`config.mk`:
```
export PLATFORM = sky130hd
export DESIGN_NAME = march_bist_ctrl
export DESIGN_NICKNAME = d
export VERILOG_FILES = /design/src/rtl/mbist_pkg.sv /design/src/rtl/mbist_addr_gen.sv /design/src/rtl/march_bist_ctrl.sv
export SDC_FILE = /design/constraint.sdc
export NUM_CORES = 1
export LEC_CHECK = 0
export CAP_MARGIN = 20
export CORE_UTILIZATION = 51
export CTS_BUF_LIST = sky130_fd_sc_hd__clkbuf_2 sky130_fd_sc_hd__clkbuf_4 sky130_fd_sc_hd__clkbuf_8
export DETAILED_ROUTE_END_ITERATION = 6
export PLACE_DENSITY = 0.82
export SLEW_MARGIN = 20
export SYNTH_ARGS = -nofsm -noshare
export SYNTH_HDL_FRONTEND = slang
export SYNTH_SLANG_ARGS = --single-unit
```
`constraint.sdc`:
```
create_clock -name clk -period 2.35 [get_ports clk]
set_input_delay 0.3525 -clock clk [delete_from_list [all_inputs] [get_ports clk]]
set_output_delay 0.3525 -clock clk [all_outputs]
set_load 0.02 [all_outputs]
```
`src/rtl/mbist_pkg.sv`:
```
// Shared types and March C- tables for the memory BIST controller.
// Element tables are bit vectors indexed by element number M0..M5.
package mbist_pkg;

  typedef enum logic [1:0] {
    IDLE = 2'd0,
    RUN  = 2'd1,
    DONE = 2'd2
  } state_t;

  localparam logic [2:0] LAST_ELEM = 3'd5;

  // Bit e of each vector describes element Me; bits 6/7 are unused padding.
  localparam logic [7:0] ELEM_DOWN  = 8'b0001_1000;  // M3, M4 walk N-1..0
  localparam logic [7:0] ELEM_HAS_R = 8'b0011_1110;  // M1..M5 start with a read
  localparam logic [7:0] ELEM_HAS_W = 8'b0001_1111;  // M0..M4 end with a write
  localparam logic [7:0] ELEM_RPOL  = 8'b0001_0100;  // read expects "1" data
  localparam logic [7:0] ELEM_WPOL  = 8'b0000_1010;  // write stores "1" data

  // Bit i of background b: 0 for b=0, else set when bit (b-1) of i is clear.
  function automatic logic bg_bit(input logic [1:0] b, input int i);
    bg_bit = (b != 2'd0) && (((i >> (int'(b) - 1)) & 1) == 0);
  endfunction

endpackage

```
`src/rtl/mbist_addr_gen.sv`:
```
// March sequencer: walks op phase, address, element and background in that
// order, one op per adv pulse; last flags the final op of the whole test.
module mbist_addr_gen
  import mbist_pkg::*;
#(
  parameter int ADDR_W = 6,
  parameter int NUM_BG = 2
) (
  input  logic              clk,
  input  logic              rst,
  input  logic              clr,
  input  logic              adv,
  output logic [ADDR_W-1:0] addr,
  output logic [2:0]        elem,
  output logic [1:0]        bg,
  output logic              phase,
  output logic              last
);

  logic [ADDR_W-1:0] idx_q;
  logic [2:0]        elem_q;
  logic [1:0]        bg_q;
  logic              phase_q;
  logic              phase_last, idx_last, elem_last, bg_last;

  always_comb begin
    phase_last = phase_q | ~(ELEM_HAS_R[elem_q] & ELEM_HAS_W[elem_q]);
    idx_last   = &idx_q;
    elem_last  = (elem_q == LAST_ELEM);
    bg_last    = (bg_q == 2'(NUM_BG - 1));
  end

  // Descending elements reuse the up-counter by inverting it.
  assign addr  = ELEM_DOWN[elem_q] ? ~idx_q : idx_q;
  assign elem  = elem_q;
  assign bg    = bg_q;
  assign phase = phase_q;
  assign last  = bg_last & elem_last & idx_last & phase_last;

  always_ff @(posedge clk or posedge rst) begin
    if (rst) begin
      idx_q   <= '0;
      elem_q  <= '0;
      bg_q    <= '0;
      phase_q <= 1'b0;
    end else if (clr) begin
      idx_q   <= '0;
      elem_q  <= '0;
      bg_q    <= '0;
      phase_q <= 1'b0;
    end else if (adv) begin
      if (!phase_last) begin
        phase_q <= 1'b1;
      end else begin
        phase_q <= 1'b0;
        idx_q   <= idx_q + 1'b1;
        if (idx_last) begin
          if (!elem_last) begin
            elem_q <= elem_q + 3'd1;
          end else begin
            elem_q <= '0;
            bg_q   <= bg_last ? 2'd0 : bg_q + 2'd1;
          end
        end
      end
    end
  end

endmodule

```
`src/rtl/march_bist_ctrl.sv`:
```
// March C- BIST controller: run FSM, one-cycle read compare pipeline,
// first-fail capture, saturating fail counter and SRAM port mux.
module march_bist_ctrl
  import mbist_pkg::*;
#(
  parameter int ADDR_W = 6,
  parameter int DATA_W = 8,
  parameter int NUM_BG = 2,
  parameter int CNT_W  = 8
) (
  input  logic              clk,
  input  logic              rst,
  input  logic              opr,
  input  logic              start,
  input  logic              stop_on_fail,
  input  logic              csin,
  input  logic              rwbarin,
  input  logic [ADDR_W-1:0] address,
  input  logic [DATA_W-1:0] datain,
  output logic              sram_cs,
  output logic              sram_rwbar,
  output logic [ADDR_W-1:0] sram_addr,
  output logic [DATA_W-1:0] sram_wdata,
  input  logic [DATA_W-1:0] sram_rdata,
  output logic [DATA_W-1:0] dataout,
  output logic              busy,
  output logic              done,
  output logic              fail,
  output logic              pass,
  output logic [ADDR_W-1:0] fail_addr,
  output logic [DATA_W-1:0] fail_data,
  output logic [2:0]        fail_elem,
  output logic [1:0]        fail_bg,
  output logic [CNT_W-1:0]  fail_count,
  output state_t            dbg_state
);

  // Protocol: start is a one-cycle request accepted only with opr=1 outside
  // RUN; done then holds until the next accepted start.
  state_t            state, state_nxt;
  logic [ADDR_W-1:0] gen_addr;
  logic [2:0]        gen_elem;
  logic [1:0]        gen_bg;
  logic              gen_phase, gen_last;
  logic              accept, issue, is_read, ops_done, mismatch, abort, cmp_end;
  logic              cmp_valid, cmp_last;
  logic [DATA_W-1:0] cmp_exp, bg_data, rd_data, wr_data;
  logic [ADDR_W-1:0] cmp_addr;
  logic [2:0]        cmp_elem;
  logic [1:0]        cmp_bg;

  mbist_addr_gen #(.ADDR_W(ADDR_W), .NUM_BG(NUM_BG)) u_gen (
    .clk   (clk),
    .rst   (rst),
    .clr   (accept),
    .adv   (issue),
    .addr  (gen_addr),
    .elem  (gen_elem),
    .bg    (gen_bg),
    .phase (gen_phase),
    .last  (gen_last)
  );

  always_comb begin
    for (int i = 0; i < DATA_W; i++) bg_data[i] = bg_bit(gen_bg, i);
    rd_data = ELEM_RPOL[gen_elem] ? ~bg_data : bg_data;
    wr_data = ELEM_WPOL[gen_elem] ? ~bg_data : bg_data;
    is_read = ELEM_HAS_R[gen_elem] & ~gen_phase;
  end

  // An aborting miscompare also blocks the op presented in its compare cycle.
  assign accept   = opr & start & (state != RUN);
  assign mismatch = (state == RUN) & opr & cmp_valid & (sram_rdata != cmp_exp);
  assign abort    = mismatch & stop_on_fail;
  assign cmp_end  = (state == RUN) & opr & cmp_valid & cmp_last;
  assign issue    = (state == RUN) & opr & ~ops_done & ~abort;

  always_ff @(posedge clk or posedge rst) begin
    if (rst) state <= IDLE;
    else     state <= state_nxt;
  end

  always_comb begin
    state_nxt  = state;
    busy       = (state == RUN);
    done       = (state == DONE);
    pass       = (state == DONE) & ~fail;
    dbg_state  = state;
    sram_cs    = 1'b0;
    sram_rwbar = 1'b1;
    sram_addr  = '0;
    sram_wdata = '0;
    case (state)
      IDLE, DONE: if (accept) state_nxt = RUN;
      RUN: begin
        if (!opr)                  state_nxt = IDLE;
        else if (abort || cmp_end) state_nxt = DONE;
      end
      default: state_nxt = IDLE;
    endcase
    if (!opr) begin
      sram_cs    = csin;
      sram_rwbar = rwbarin;
      sram_addr  = address;
      sram_wdata = datain;
    end else if (state == RUN) begin
      sram_cs    = issue;
      sram_rwbar = is_read;
      sram_addr  = gen_addr;
      sram_wdata = wr_data;
    end
  end

  assign dataout = sram_rdata;

  always_ff @(posedge clk or posedge rst) begin
    if (rst) begin
      ops_done   <= 1'b0;
      cmp_valid  <= 1'b0;
      cmp_last   <= 1'b0;
      cmp_exp    <= '0;
      cmp_addr   <= '0;
      cmp_elem   <= '0;
      cmp_bg     <= '0;
      fail       <= 1'b0;
      fail_count <= '0;
      fail_addr  <= '0;
      fail_data  <= '0;
      fail_elem  <= '0;
      fail_bg    <= '0;
    end else if (accept) begin
      ops_done   <= 1'b0;
      cmp_valid  <= 1'b0;
      cmp_last   <= 1'b0;
      fail       <= 1'b0;
      fail_count <= '0;
      fail_addr  <= '0;
      fail_data  <= '0;
      fail_elem  <= '0;
      fail_bg    <= '0;
    end else begin
      ops_done  <= ops_done | (issue & gen_last);
      cmp_valid <= issue & is_read;
      cmp_last  <= gen_last;
      cmp_exp   <= rd_data;
      cmp_addr  <= gen_addr;
      cmp_elem  <= gen_elem;
      cmp_bg    <= gen_bg;
      if (mismatch) begin
        fail <= 1'b1;
        if (fail_count != '1) fail_count <= fail_count + 1'b1;
        if (!fail) begin
          fail_addr <= cmp_addr;
          fail_data <= sram_rdata;
          fail_elem <= cmp_elem;
          fail_bg   <= cmp_bg;
        end
      end
    end
  end

endmodule

```
# Word-level counts from Yosys, hierarchy flattened
# Memories as Yosys holds them, arrays and structs flattened.
# Cells that the tools add are included.
[classes]
n_addsub = 5
magnitude_cmp = 1
n_eq_ne = 10
n_shift = 8
muxes = 57
n_bitwise = 26
reduce_logical = 33
[ops]
columns = ["operator", "count"]
rows = [
  ["$logic_not A32 Y1", 8],
  ["$shr A3 B32 Y1 const A", 4],
  ["$mux W8", 10],
  ["$shr A1 B32 Y1 const A", 2],
  ["$shr A2 B32 Y1 const A", 2],
  ["$mux W6", 9],
  ["$mux W2", 12],
  ["$mux W3", 8],
  ["$and A1 B1 Y1", 17],
  ["$mux W1", 17],
  ["$reduce_bool A2 Y1", 7],
  ["$add A8 B1 Y8 const B", 1],
  ["$logic_and A1 B1 Y1", 8],
  ["$ne A8 B8 Y1", 1],
  ["$ne A8 B8 Y1 const B", 1],
  ["$not A8 Y8", 1],
  ["$reduce_and A2 Y1", 4],
  ["$add A6 B1 Y6 const B", 1],
  ["$not A6 Y6", 1],
  ["$reduce_and A6 Y1", 1],
  ["$not A1 Y1", 5],
  ["$eq A2 B1 Y1 const B", 2],
  ["$lt A3 B4 Y1 const B", 1],
  ["$ne A2 B1 Y1 const B", 2],
  ["other kinds (14)", 15],
]
[word_totals]
reg_bits = 64
rom_bits = 40
input_bits = 29
out_inout_bits = 57
elab_cells = 163
mem_count = 5
[mem_list]
columns = ["memory", "words", "width", "rd", "rd_ports_with_merged_regs", "wr", "line", "rtl"]
rows = [
  ["(name not given)", 8, 1, 1, 0, 0, "mbist_addr_gen.sv:27", "phase_last = phase_q | ~(ELEM_HAS_R[elem_q] & ELEM_HAS_W[elem_q]);"],
  ["(name not given)", 8, 1, 1, 0, 0, "mbist_addr_gen.sv:27", ""],
  ["(name not given)", 8, 1, 1, 0, 0, "mbist_addr_gen.sv:34", "assign addr = ELEM_DOWN[elem_q] ? ~idx_q : idx_q;"],
  ["(name not given)", 8, 1, 1, 0, 0, "march_bist_ctrl.sv:67", "wr_data = ELEM_WPOL[gen_elem] ? ~bg_data : bg_data;"],
  ["(name not given)", 8, 1, 1, 0, 0, "march_bist_ctrl.sv:66", "rd_data = ELEM_RPOL[gen_elem] ? ~bg_data : bg_data;"],
]

# Longest topological paths before layout
[depth]
depth_word = 10
ltp_mapped = 7
depth_no_buf = 6

# By module
# Synthesis repeated with hierarchy kept, for this count alone.
[unflattened]
hier_cells = 385
area_unflattened_um2 = 3616.0
[modules_own_cells]
columns = ["mod", "n_inst", "cells_each", "area_each_um2", "seq_area_each_um2"]
rows = [
  ["march_bist_ctrl", 1, 313, 2892.8, 1301.2],
  ["mbist_addr_gen", 1, 72, 723.2, 300.3],
]

# Worst setup path before layout
# OpenSTA, ideal clock, no wires.
[synth_timing]
path_kind = "reg-to-output"
from = "register cmp_exp[2]"
to = "output sram_cs"
t_arrival_ps = 1606
t_required_ps = 1997
setup_slack_ps = 391
path_stages_with_launch = 6
path_buffers = 0
cell_sequence = "dfrtp_1 > xnor2_1 > nand4_1 > o211ai_1 > nand2_1 > o22ai_1"
[synth_via]
elab_chain_cells = 7
[synth_rtl]
columns = ["element", "line", "rtl"]
rows = [
  ["start, declared", "march_bist_ctrl.sv:47", "logic [DATA_W-1:0] cmp_exp, bg_data, rd_data, wr_data;"],
  ["start signal, assigned", "march_bist_ctrl.sv:145", "cmp_exp <= rd_data;"],
  ["$ne A8 B8 Y1", "march_bist_ctrl.sv:73", "assign mismatch = (state == RUN) & opr & cmp_valid & (sram_rdata != cmp_exp);"],
  ["$and A1 B1 Y1", "march_bist_ctrl.sv:73", ""],
  ["$and A1 B1 Y1", "march_bist_ctrl.sv:74", "assign abort = mismatch & stop_on_fail;"],
  ["$not A1 Y1", "march_bist_ctrl.sv:76", "assign issue = (state == RUN) & opr & ~ops_done & ~abort;"],
  ["$and A1 B1 Y1", "march_bist_ctrl.sv:76", ""],
  ["$mux W1", "march_bist_ctrl.sv:106", "end else if (state == RUN) begin"],
  ["$mux W1", "march_bist_ctrl.sv:101", "if (!opr) begin"],
  ["end, declared", "march_bist_ctrl.sv:20", "output logic sram_cs,"],
]
# Every way passes these cells.

# Final worst setup path
[layout_timing]
from = "input sram_rdata[6]"
to = "output sram_cs"
[layout_via]
elab_chain_cells = 7
[layout_rtl]
columns = ["element", "line", "rtl"]
rows = [
  ["start, declared", "march_bist_ctrl.sv:24", "input logic [DATA_W-1:0] sram_rdata,"],
  ["$ne A8 B8 Y1", "march_bist_ctrl.sv:73", ""],
  ["$and A1 B1 Y1", "march_bist_ctrl.sv:73", ""],
  ["$and A1 B1 Y1", "march_bist_ctrl.sv:74", ""],
  ["$not A1 Y1", "march_bist_ctrl.sv:76", ""],
  ["$and A1 B1 Y1", "march_bist_ctrl.sv:76", ""],
  ["$mux W1", "march_bist_ctrl.sv:106", ""],
  ["$mux W1", "march_bist_ctrl.sv:101", ""],
]
# Every way passes these cells.

==> metrics.csv <==
metric,value,unit
regToRegEndpoint,u_gen.idx_q[4],
yosysTopAreaCellShare,46.7,%
seq_area_frac_synth,46.7,%
critPathRequiredTime,2.00,ns
io_buffers,85,
start_util,53.4,%
via_per_inst,5.46,
cts_tree,done,
crit_end,sram_cs,
leakage,2.14,nW
tightest_slew,0.556,ns
period_minus_slack,2.26,ns
cts_buffer_depth,2,
num-fill-cells,480,
ir_worst_vdd,0.370,mV
syn_to_final_growth,37.1,%
netlist_top_cells_area,"dfrtp_1 47%, xnor2_1 6.6%, o21ai_0 5.0%, nand2_1 4.5%, mux2i_1 4.1%",
timing.rr.start,cmp_exp[0],
via_count,3026,
status,"complete, but fails checks",
async_flop_share,100,%
cts_buffers,9,
synth_fp_nets,411,
fin_cells,554,
final.period_utilization,96.3,%
slew_headroom,62.9,%
reg2regPathDepth,7,
dp.cells,538,
track_usage,25.4,%
dp_hpwl,6.06,mm
maxCapViolations,0,
violations,design-rule violations,
synth-main-ff-cell,dfrtp_1,
synth.distinct_cells,47,
hold_viol,0,
postSynthAreaPerCell,9.15,um^2
layout-drive-gt1-share,13.2,%
critPathKind,in -> out,
ant_nets,0,
grt_pass1_vias,3019,
worstSetupEndpointType,output port,
powerDensity,524,nW/um^2
h-tree-depth,3,
wl_per_cell,14.9,um
netlist_area,3430,um^2
hold_path_class,in -> async,
drt-initial-drc-count,182,
clock-sinks,64,
cp-start-kind,primary input,
fin_total_pwr,2.46,mW
report.final.setup_viol,0,
r2r_slack,0.25,ns
crit_arrival,1.91,ns
dieHeight,84.0,um
grt_pass1_wl,14.2,mm
rsz0062_at_grt,no,
rows,29,
ys_ff_latch,64,
hold_buffers,0,
holdWs,0.338,ns
critPathLaunch,sram_rdata[6],
drtPass1Iterations,6,
synth_edf_count,0,
fp.dieW,84.0,um
ys_warn_count,0,
clockRootBuffer,clkbuf_8,
gp_congestion,0.886,
clk_latency,0.34,ns
slew_violations,0,
totalWireLength,8.26,mm
core-area,6420,um^2
clkTransAtPathRegs,0.07,ns
layout.nets,509,
dieArea,7060,um^2
syn-instance-count,375,
overflow,0,
yosys.area.top_type,dfrtp_1,
diodes,0,
fmax,0.442,GHz
grt_max_degree,32,
drc_errors,22,
grt_antenna_before_repair,0,
pin_count,86,
crit_fanout,3,
clock_skew,0.00562,ns
final cells by class:
type | instances | area [um^2] | area share, %
clock buffers | 12 | 153 | 3.24
flip-flops and latches | 64 | 1600 | 34.0
well taps | 77 | 96.3 | 2.05
clock inverters | 3 | 42.5 | 0.904
multi-input cells | 246 | 1580 | 33.6
repair buffers | 115 | 1090 | 23.3
inverters | 37 | 139 | 2.95
worst max-delay path, cell delays in order:
cell and delay, ns:
clkdlybuf4s50_1 0.52, xnor2_1 0.13, nand4_1 0.17, o211ai_1 0.22
buf_4 0.15, nand2_1 0.06, o22ai_1 0.14, buf_4 0.16
cell usage in the layout (no fill, tap or decap), types with 2 or more instances in the layout:
| master | synthesis | layout |
|---|---|---|
| clkbuf_4 | 0 | 2 |
| nor2_2 | 0 | 3 |
| nor3b_1 | 2 | 2 |
| nand3_1 | 28 | 28 |
| a21oi_1 | 7 | 7 |
| nor2_1 | 14 | 11 |
| nand2_1 | 41 | 41 |
| dfrtp_1 | 64 | 64 |
| nand2b_1 | 3 | 3 |
| or4_1 | 3 | 3 |
| dlygate4sd2_1 | 0 | 15 |
| xnor2_1 | 26 | 25 |
| xor2_1 | 2 | 2 |
| mux2i_1 | 14 | 14 |
| inv_1 | 37 | 36 |
| nor2b_1 | 3 | 2 |
| o211ai_1 | 3 | 3 |
| nand4_1 | 3 | 3 |
| o21ai_1 | 5 | 3 |
| or3_1 | 3 | 3 |
| buf_4 | 9 | 29 |
| clkdlybuf4s50_1 | 0 | 63 |
| o22ai_1 | 15 | 15 |
| and3_1 | 2 | 2 |
| dlymetal6s2s_1 | 0 | 6 |
| clkbuf_8 | 0 | 10 |
| and2_1 | 3 | 3 |
| o21ai_0 | 34 | 34 |
| buf_12 | 0 | 2 |
| nor3_1 | 5 | 5 |
| o31ai_1 | 4 | 4 |
| ha_1 | 7 | 7 |
power breakdown:
part / switching (mW) / total, mW / leakage [nW] / internal, mW
combinational: 0.187 / 0.348 / 1.16 / 0.160
clock: 0.406 / 0.941 / 0.0993 / 0.535
sequential: 0.0390 / 1.18 / 0.888 / 1.14
total: 0.632 / 2.46 / 2.14 / 1.83
cells in the mapped netlist (all sizes together) (2+ instances only):
cell and instances:
buf 16, xnor2 26, ha 7, nor2 14, o211ai 3, a21oi 8, inv 37, or4 3
o21ai 39, dfrtp 64, and3 2, xor2 2, nand4 3, nor3b 2, o22ai 15, o31ai 5
nand3 28, nand3b 2, nor2b 3, mux2i 14, or3 3, nor3 6, nand2b 3, and2 4
clkbuf 12, or2 2, o211a 2, nand2 41
worst min path at each step:
stage,start,endpoint
after floorplan,cmp_addr[2],cmp_addr[2]
after global placement,cmp_addr[2],cmp_addr[2]
after detailed placement,cmp_addr[1],cmp_addr[1]
after CTS,rst,fail_data[0]
after global routing,sram_rdata[7],fail_data[7]
final,rst,fail_data[0]
metal layers:
metal / global-route usage [%] / vias up / share of wire (%)
met3: 5.74 / 12 / 6.4
met4: 8.62 / 0 / 1.2
met1: 35.2 / 1447 / 47
li1: - / 1458 / -
met5: 0 / - / 0
met2: 39.4 / 109 / 46
stage by stage:
stage	utilization (%)	setup TNS [ns]	worst slack, ns	instance area, um^2
6_report	73.3	0	0.0873	4710
5_1_grt	73.3	0	0.00946	4710
4_1_cts	72.7	0	0.0678	4670
3_5_place_dp	69.7	-1.23	-0.387	4480
3_3_place_gp	69.7	-0.491	-0.368	4480
2_1_floorplan	-	0	0.391	3430
repair_timing:
| action | CTS | global route |
|---|---|---|
| pin swaps | 2 | 7 |
| endpoints found under the setup margin | 16 | 7 |
| gates resized for setup | 23 | 10 |
| buffers inserted | 1 | 0 |
cells by family (layout without fill, tap and decap cells):
logic type                 count (synthesis)  after routing  synth area share, %
muxes                                     14             14                 4.08
DFF                                       64             64                 46.7
adders and majority gates                  7              7                 2.55
xor gates and xnor gates                  28             28                 7.15
AOI/OAI and AO/OA                         78             78                 13.7
buffers and inverters                     65            167                 8.49
and+or+nand+nor                          119            119                 17.4
flip-flops by register name, summed over array words and instances (netlist names):
signal	count
cmp_addr	6
fail_bg	2
u_gen.phase	1
u_gen.idx_q	6
cmp_bg	2
cmp_elem	3
fail_count	8
cmp_last	1
u_gen.elem	3
u_gen.bg	2
dbg_state	2
cmp_exp	8
ops_done	1
fail_elem	3
fail_addr	6
cmp_valid	1
fail	1
fail_data	8
(Power assumes the default switching activity.)
